`src/rtl/mem_arbiter_if.sv`:
```
// mem_arbiter_if
// Bundles the requester-side and memory-side signals of mem_arbiter.
//
//   modport master : the arbiter's view. It samples requests and memory responses and drives
//                    the completion pulses, the read data and the memory command.
//   modport slave  : the environment's view, i.e. the requesters plus the memory model.
//
// Signal groups:
//   ireq_*  instruction-fetch side (read-only)
//   dreq_*  load/store side (read/write, write wins when both are set)
//   mem_*   shared variable-latency memory
interface mem_arbiter_if #(
  parameter int unsigned DATA_WIDTH = 32,
  parameter int unsigned ADDR_WIDTH = 64
);
  // Instruction side
  logic                  ireq_read_i;
  logic [ADDR_WIDTH-1:0] ireq_addr_i;
  logic [DATA_WIDTH-1:0] ireq_data_o;
  logic                  ireq_done_o;
  // Data side
  logic                  dreq_read_i;
  logic                  dreq_write_i;
  logic [ADDR_WIDTH-1:0] dreq_addr_i;
  logic [DATA_WIDTH-1:0] dreq_data_i;
  logic [DATA_WIDTH-1:0] dreq_data_o;
  logic                  dreq_done_o;
  // Memory side
  logic                  mem_read_request_o;
  logic                  mem_write_en_o;
  logic [ADDR_WIDTH-1:0] mem_addr_o;
  logic [DATA_WIDTH-1:0] mem_data_o;
  logic [DATA_WIDTH-1:0] mem_read_data_i;
  logic                  mem_successful_access_i;

  modport master (
    input  ireq_read_i, ireq_addr_i,
    input  dreq_read_i, dreq_write_i, dreq_addr_i, dreq_data_i,
    input  mem_read_data_i, mem_successful_access_i,
    output ireq_data_o, ireq_done_o,
    output dreq_data_o, dreq_done_o,
    output mem_read_request_o, mem_write_en_o, mem_addr_o, mem_data_o
  );

  modport slave (
    output ireq_read_i, ireq_addr_i,
    output dreq_read_i, dreq_write_i, dreq_addr_i, dreq_data_i,
    output mem_read_data_i, mem_successful_access_i,
    input  ireq_data_o, ireq_done_o,
    input  dreq_data_o, dreq_done_o,
    input  mem_read_request_o, mem_write_en_o, mem_addr_o, mem_data_o
  );
endinterface

```
`src/rtl/mem_arbiter.sv`:
```
// mem_arbiter
// Shares one variable-latency memory between the instruction-fetch side (read-only) and the
// data side (read/write). One requester owns the memory at a time; its address, write data and
// command are latched at grant and held on the memory bus until the memory strobes
// mem_successful_access_i. The owner then sees a one-cycle done pulse with registered read data.
//
// Ports:
//   clk_i   clock
//   arst_i  asynchronous, active-high reset; abandons any transfer, no done pulse follows
//   bus     mem_arbiter_if.master: ireq_* / dreq_* requester handshakes, mem_* memory port
//
// Configuration:
//   MEM_ARB_ROUND_ROBIN_EN  when defined, a tie in IDLE goes to the side that did not own the
//                           previous grant (I wins the first tie after reset). When undefined,
//                           the data side always beats the instruction side.
//
// Cycle shape: IDLE (grant edge) -> BUSY (1+ cycles, command on bus) -> RESP (done pulse) -> IDLE.
module mem_arbiter #(
  parameter int unsigned DATA_WIDTH = 32,
  parameter int unsigned ADDR_WIDTH = 64
) (
  input logic          clk_i,
  input logic          arst_i,
  mem_arbiter_if.master bus
);

  typedef enum logic [1:0] {
    StIdle,
    StBusy,
    StResp
  } state_e;

  localparam logic OwnerI = 1'b0;
  localparam logic OwnerD = 1'b1;

  state_e state_q, state_d;

  logic                  owner_q, owner_d;
  logic [ADDR_WIDTH-1:0] addr_q, addr_d;
  logic [DATA_WIDTH-1:0] wdata_q, wdata_d;
  logic                  write_q, write_d;
  logic [DATA_WIDTH-1:0] idata_q, idata_d;
  logic [DATA_WIDTH-1:0] ddata_q, ddata_d;

  logic ireq_any;
  logic dreq_any;
  logic req_any;
  logic grant_owner;
  logic grant_fire;

  logic                  mem_read_request;
  logic                  mem_write_en;
  logic [ADDR_WIDTH-1:0] mem_addr;
  logic [DATA_WIDTH-1:0] mem_data;
  logic                  ireq_done;
  logic                  dreq_done;

  assign ireq_any   = bus.ireq_read_i;
  assign dreq_any   = bus.dreq_read_i | bus.dreq_write_i;
  assign req_any    = ireq_any | dreq_any;
  assign grant_fire = (state_q == StIdle) && req_any;

  // ---------------------------------------------------------------------------------------------
  // Arbitration
  // ---------------------------------------------------------------------------------------------
`ifdef MEM_ARB_ROUND_ROBIN_EN
  logic last_owner_q, last_owner_d;

  always_comb begin
    if (ireq_any && dreq_any) begin
      // Tie: hand the memory to whoever did not have it last time.
      grant_owner = (last_owner_q == OwnerD) ? OwnerI : OwnerD;
    end else begin
      grant_owner = dreq_any ? OwnerD : OwnerI;
    end
  end

  always_comb begin
    last_owner_d = last_owner_q;
    if (grant_fire) begin
      last_owner_d = grant_owner;
    end
  end

  always_ff @(posedge clk_i or posedge arst_i) begin
    if (arst_i) begin
      last_owner_q <= OwnerD;
    end else begin
      last_owner_q <= last_owner_d;
    end
  end
`else
  assign grant_owner = dreq_any ? OwnerD : OwnerI;
`endif

  // ---------------------------------------------------------------------------------------------
  // FSM: state register
  // ---------------------------------------------------------------------------------------------
  always_ff @(posedge clk_i or posedge arst_i) begin
    if (arst_i) begin
      state_q <= StIdle;
    end else begin
      state_q <= state_d;
    end
  end

  // ---------------------------------------------------------------------------------------------
  // FSM: next state
  // ---------------------------------------------------------------------------------------------
  always_comb begin
    state_d = state_q;
    unique case (state_q)
      StIdle: begin
        if (req_any) begin
          state_d = StBusy;
        end
      end
      StBusy: begin
        // No timeout: memory latency is unbounded.
        if (bus.mem_successful_access_i) begin
          state_d = StResp;
        end
      end
      StResp: begin
        state_d = StIdle;
      end
      default: begin
        state_d = StIdle;
      end
    endcase
  end

  // ---------------------------------------------------------------------------------------------
  // FSM: outputs
  // ---------------------------------------------------------------------------------------------
  always_comb begin
    mem_read_request = 1'b0;
    mem_write_en     = 1'b0;
    mem_addr         = '0;
    mem_data         = '0;
    ireq_done        = 1'b0;
    dreq_done        = 1'b0;
    unique case (state_q)
      StBusy: begin
        // The command is repeated every BUSY cycle; a re-asserted write is harmless.
        mem_read_request = ~write_q;
        mem_write_en     = write_q;
        mem_addr         = addr_q;
        mem_data         = wdata_q;
      end
      StResp: begin
        ireq_done = (owner_q == OwnerI);
        dreq_done = (owner_q == OwnerD);
      end
      default: begin
      end
    endcase
  end

  // ---------------------------------------------------------------------------------------------
  // Latched command and returned data
  // ---------------------------------------------------------------------------------------------
  always_comb begin
    owner_d = owner_q;
    addr_d  = addr_q;
    wdata_d = wdata_q;
    write_d = write_q;
    idata_d = idata_q;
    ddata_d = ddata_q;

    if (grant_fire) begin
      owner_d = grant_owner;
      if (grant_owner == OwnerD) begin
        addr_d  = bus.dreq_addr_i;
        wdata_d = bus.dreq_data_i;
        // Write takes precedence when read and write are both raised.
        write_d = bus.dreq_write_i;
      end else begin
        addr_d  = bus.ireq_addr_i;
        wdata_d = '0;
        write_d = 1'b0;
      end
    end

    // Captured on writes too; the value is meaningless then but keeps the path uniform.
    if ((state_q == StBusy) && bus.mem_successful_access_i) begin
      if (owner_q == OwnerD) begin
        ddata_d = bus.mem_read_data_i;
      end else begin
        idata_d = bus.mem_read_data_i;
      end
    end
  end

  always_ff @(posedge clk_i or posedge arst_i) begin
    if (arst_i) begin
      owner_q <= OwnerD;
      addr_q  <= '0;
      wdata_q <= '0;
      write_q <= 1'b0;
      idata_q <= '0;
      ddata_q <= '0;
    end else begin
      owner_q <= owner_d;
      addr_q  <= addr_d;
      wdata_q <= wdata_d;
      write_q <= write_d;
      idata_q <= idata_d;
      ddata_q <= ddata_d;
    end
  end

  // ---------------------------------------------------------------------------------------------
  // Bus drive
  // ---------------------------------------------------------------------------------------------
  assign bus.mem_read_request_o = mem_read_request;
  assign bus.mem_write_en_o     = mem_write_en;
  assign bus.mem_addr_o         = mem_addr;
  assign bus.mem_data_o         = mem_data;
  assign bus.ireq_done_o        = ireq_done;
  assign bus.dreq_done_o        = dreq_done;
  assign bus.ireq_data_o        = idata_q;
  assign bus.dreq_data_o        = ddata_q;

endmodule

```
`src/flat_wrapper.sv`:
```
// flat-port wrapper written by rule: the top's interface ports become plain ports
module mem_arbiter_flat 
#(
  parameter int unsigned DATA_WIDTH = 32,
  parameter int unsigned ADDR_WIDTH = 64
)
  (clk_i, arst_i, bus_ireq_read_i, bus_ireq_addr_i, bus_dreq_read_i, bus_dreq_write_i, bus_dreq_addr_i, bus_dreq_data_i, bus_mem_read_data_i, bus_mem_successful_access_i, bus_ireq_data_o, bus_ireq_done_o, bus_dreq_data_o, bus_dreq_done_o, bus_mem_read_request_o, bus_mem_write_en_o, bus_mem_addr_o, bus_mem_data_o);
  mem_arbiter_if #(.DATA_WIDTH(DATA_WIDTH), .ADDR_WIDTH(ADDR_WIDTH)) bus_i ();
  input logic clk_i;
  input logic arst_i;
  input wire logic [$bits(bus_i.ireq_read_i)-1:0] bus_ireq_read_i;
  input wire logic [$bits(bus_i.ireq_addr_i)-1:0] bus_ireq_addr_i;
  input wire logic [$bits(bus_i.dreq_read_i)-1:0] bus_dreq_read_i;
  input wire logic [$bits(bus_i.dreq_write_i)-1:0] bus_dreq_write_i;
  input wire logic [$bits(bus_i.dreq_addr_i)-1:0] bus_dreq_addr_i;
  input wire logic [$bits(bus_i.dreq_data_i)-1:0] bus_dreq_data_i;
  input wire logic [$bits(bus_i.mem_read_data_i)-1:0] bus_mem_read_data_i;
  input wire logic [$bits(bus_i.mem_successful_access_i)-1:0] bus_mem_successful_access_i;
  output wire logic [$bits(bus_i.ireq_data_o)-1:0] bus_ireq_data_o;
  output wire logic [$bits(bus_i.ireq_done_o)-1:0] bus_ireq_done_o;
  output wire logic [$bits(bus_i.dreq_data_o)-1:0] bus_dreq_data_o;
  output wire logic [$bits(bus_i.dreq_done_o)-1:0] bus_dreq_done_o;
  output wire logic [$bits(bus_i.mem_read_request_o)-1:0] bus_mem_read_request_o;
  output wire logic [$bits(bus_i.mem_write_en_o)-1:0] bus_mem_write_en_o;
  output wire logic [$bits(bus_i.mem_addr_o)-1:0] bus_mem_addr_o;
  output wire logic [$bits(bus_i.mem_data_o)-1:0] bus_mem_data_o;
  assign bus_i.ireq_read_i = bus_ireq_read_i;
  assign bus_i.ireq_addr_i = bus_ireq_addr_i;
  assign bus_i.dreq_read_i = bus_dreq_read_i;
  assign bus_i.dreq_write_i = bus_dreq_write_i;
  assign bus_i.dreq_addr_i = bus_dreq_addr_i;
  assign bus_i.dreq_data_i = bus_dreq_data_i;
  assign bus_i.mem_read_data_i = bus_mem_read_data_i;
  assign bus_i.mem_successful_access_i = bus_mem_successful_access_i;
  assign bus_ireq_data_o = bus_i.ireq_data_o;
  assign bus_ireq_done_o = bus_i.ireq_done_o;
  assign bus_dreq_data_o = bus_i.dreq_data_o;
  assign bus_dreq_done_o = bus_i.dreq_done_o;
  assign bus_mem_read_request_o = bus_i.mem_read_request_o;
  assign bus_mem_write_en_o = bus_i.mem_write_en_o;
  assign bus_mem_addr_o = bus_i.mem_addr_o;
  assign bus_mem_data_o = bus_i.mem_data_o;
  mem_arbiter #(.DATA_WIDTH(DATA_WIDTH), .ADDR_WIDTH(ADDR_WIDTH)) u_core (.clk_i(clk_i), .arst_i(arst_i), .bus(bus_i));
endmodule
```
`config.mk`:
```
export PLATFORM = sky130hd
export DESIGN_NAME = mem_arbiter_flat
export DESIGN_NICKNAME = d
export VERILOG_FILES = /design/src/rtl/mem_arbiter_if.sv /design/src/rtl/mem_arbiter.sv /design/src/flat_wrapper.sv
export SDC_FILE = /design/constraint.sdc
export NUM_CORES = 1
export LEC_CHECK = 0
export BUFFER_PORTS_ARGS = -buffer_cell sky130_fd_sc_hd__buf_4
export CAP_MARGIN = 15
export CORE_UTILIZATION = 30
export DETAILED_ROUTE_END_ITERATION = 10
export PLACE_DENSITY = 0.56
export SYNTH_ARGS = -nofsm -noshare
export SYNTH_HDL_FRONTEND = slang
export SYNTH_SLANG_ARGS = --single-unit
```
`constraint.sdc`:
```
create_clock -name clk_i -period 15.1 [get_ports clk_i]
set_input_delay 2.265 -clock clk_i [delete_from_list [all_inputs] [get_ports clk_i]]
set_output_delay 2.265 -clock clk_i [all_outputs]
set_load 0.005 [all_outputs]
```
==> run_results.csv <==
group,metric,value,unit
status,status,"finished clean",
logic_synthesis,syn-mean-instance-area,13.8,um^2
power,vdd_drop_max,0.0854,mV
floorplan,start_util,30.6,%
cts,cts_resized,0,
floorplan,rows,57,
timing,slew_viol_final,0,
power,power.density,194,nW/um^2
placement,placed_area,10500,um^2
finish,area_growth,49.4,%
timing,finalHoldViolations,0,
logic_synthesis,netlist-cell-type-count,22,
floorplan,die-width,159,um
critical_path,cp-endpoint,"bus_mem_addr_o[29]",
finish,finalInstanceArea,11100,um^2
cts,postCtsHoldBufs,0,
finish,nNetsFinal,1087,
cts,cts_sinks,164,
route,wire_per_inst,17.5,um
floorplan,ios,362,
critical_path,crit_type,"flip-flop to output pin",
timing,period_minus_slack,4690,ps
critical_path,arrival,2420,ps
worst_hold_path,hold_start,"u_core.bus.dreq_data_o[3]$_DFFE_PP0P_",
finish,final_util,45.7,%
logic_synthesis,synth.net_count,737,
floorplan,die_h,159,um
logic_synthesis,synth-seq-area-share,55.2,%
grt,grt_overflow,0,
placement,portBuffers,361,
critical_path,r2r_slack,12520,ps
route,drt-initial-drc-count,230,
floorplan,die_area,25400,um^2
critical_path,r2r-start,"u_core.state_q[0]$_DFFE_PP0P_",
logic_synthesis,netlist_area,7440,um^2
grt,grt_pass1_vias,5767,
cts,cts_made_buffers,17,
route,drt_wl_total,21400,um
cts,root_buffer,"clkbuf_16",
finish,drive_gt1_share,63.1,%
grt,grt_pass1_wl,33400,um
timing,fin_crit_sh,31.1,%
placement,place_hpwl,15200,um
cts,clk_pin_slew_worst_paths,70,ps
grt,grt_max_degree,93,
finish,n_antenna_cell,0,
route,num_vias,5475,
cts,htreeDepth,4,
cts,cts_setup_buffers,0,
cts,clock_latency,430,ps
timing,tightest_slew,1020,ps
placement,gp_congestion,0.815,
finish,num-fill-cells,2286,
power,p_total,2.16,mW
timing,max_freq,0.213,GHz
cts,clk_path_buf_depth,2,
worst_hold_path,hp-class,"flip-flop to flip-flop",
logic_synthesis,ys_seq_elements,164,
cts,cts_tree,"done",
grt,antenna_found_initial,0,
timing,relSlewSlack,32.2,%
logic_synthesis,syn_inst,539,
critical_path,critPathRequiredTime,12840,ps
job,cap_violations,0,
route,avgViaCountPerCell,4.47,
grt,grt_usage,17.1,%
route,first_pass_iters,4,
route,drc,0,
critical_path,cp-start-kind,"flip-flop",
timing,setup_violations,0,
critical_path,crit_fanout,77,
logic_synthesis,ys_warn_count,0,
critical_path,critPathLaunch,"u_core.state_q[0]$_DFFE_PP0P_",
route,antenna_left,0,
timing,fin_tns_setup,0,ps
critical_path,r2r-end,"u_core.bus.dreq_data_o[8]$_DFFE_PP0P_",
timing,finalClockSkew,16.4,ps
timing,rsz0062_at_grt,"false",
power,leakage,5.29,nW
floorplan,core,24300,um^2
critical_path,crit_path_end_kind,"output pin",
critical_path,r2r_cells,3,
cell families after synthesis:
| kind of cell | count (synthesis) | share of synthesized area, % |
|---|---|---|
| muxes | 192 | 29.1 |
| DFF | 164 | 55.2 |
| and+or+nand+nor | 109 | 9.27 |
| buffers and inverters | 38 | 2.29 |
| AOI/OAI and AO/OA | 36 | 4.22 |
state kept, by name, summed over array words and instances, names as in the netlist:
signal / cells
u_core.write_q: 1
u_core.addr_q: 64
u_core.state_q: 2
u_core.bus.ireq_data_o: 32
u_core.bus.dreq_data_o: 32
u_core.wdata_q: 32
u_core.owner_q: 1
Yosys cell counts (all sizes together):
library cell    n  share of area [%]
mux2          192                 29
dfrtp         163                 55
and2           98                8.2
a22o           33                3.9
buf            23                1.5
clkbuf         14               0.71
nor2            3               0.15
nor3b           2               0.27
a21o            1               0.10
and3b           1               0.12
dfstp           1               0.35
inv             1              0.050
nand2           1              0.050
nand2b          1              0.084
nand3           1               0.13
nor2b           1              0.084
nor3            1               0.13
o21ai           1              0.067
o31ai           1               0.17
worst max-delay path, stage by stage (launching register included):
cell and delay [ps]:
dfrtp_1 470, nor2b_4 480, buf_4 590, and2_1 280
buf_4 130
how the worst min path moves through the flow:
stage                                                   endpoint  slack [ps]  depth (start not counted)
after CTS                  u_core.bus.dreq_data_o[3]$_DFFE_PP0P_         500                          1
after global routing       u_core.bus.dreq_data_o[3]$_DFFE_PP0P_         500                          1
after floorplan                    u_core.wdata_q[0]$_DFFE_PP0P_         460                          1
final                      u_core.bus.dreq_data_o[3]$_DFFE_PP0P_         490                          1
after global placement    u_core.bus.dreq_data_o[14]$_DFFE_PP0P_         480                          1
after detailed placement   u_core.bus.dreq_data_o[3]$_DFFE_PP0P_         480                          1
placed cells by master (no fill, tap or decap), types with 2 or more instances in the layout:
cell	n
a22o_1	33
inv_8	4
mux2_2	162
nor2_1	2
and2_1	98
clkinv_4	3
mux2_1	30
dfrtp_1	163
bufinv_16	3
clkbuf_16	17
buf_4	368
inv_6	4
stage by stage:
| step | setup slack [ps] | hold slack, ps | instances |
|---|---|---|---|
| after floorplan | 8400 | 464 | 539 |
| after global placement | 10570 | 476 | 1194 |
| after detailed placement | 10560 | 482 | 1194 |
| after CTS | 10290 | 500 | 1226 |
| after global routing | 10160 | 503 | 1226 |
| final | 10410 | 493 | 1226 |
per-layer routing:
metal / part of all wire [%] / track usage (%)
met4: 1.6 / 5.68
met2: 51 / 29.5
met5: 0 / 0
met1: 41 / 20.4
met3: 6.2 / 4.79
report_power, final:
group / internal [mW] / switching [mW] / total [mW] / leakage (nW)
Combinational: 0.559 / 0.360 / 0.919 / 3.02
Sequential: 0.662 / 0.107 / 0.769 / 1.96
Clock: 0.272 / 0.199 / 0.471 / 0.310
final cells by class:
cell class	instances	area (um^2)	area share, %
flip-flops and latches	164	4110	36.9
multi-input cells	337	3200	28.8
repair buffers	368	2760	24.9
clock buffers	19	443	3.99
well taps	324	405	3.65
clock inverters	13	188	1.69
inverters	1	8.76	0.0788
Note: power is estimated with default switching activity, not from simulation.
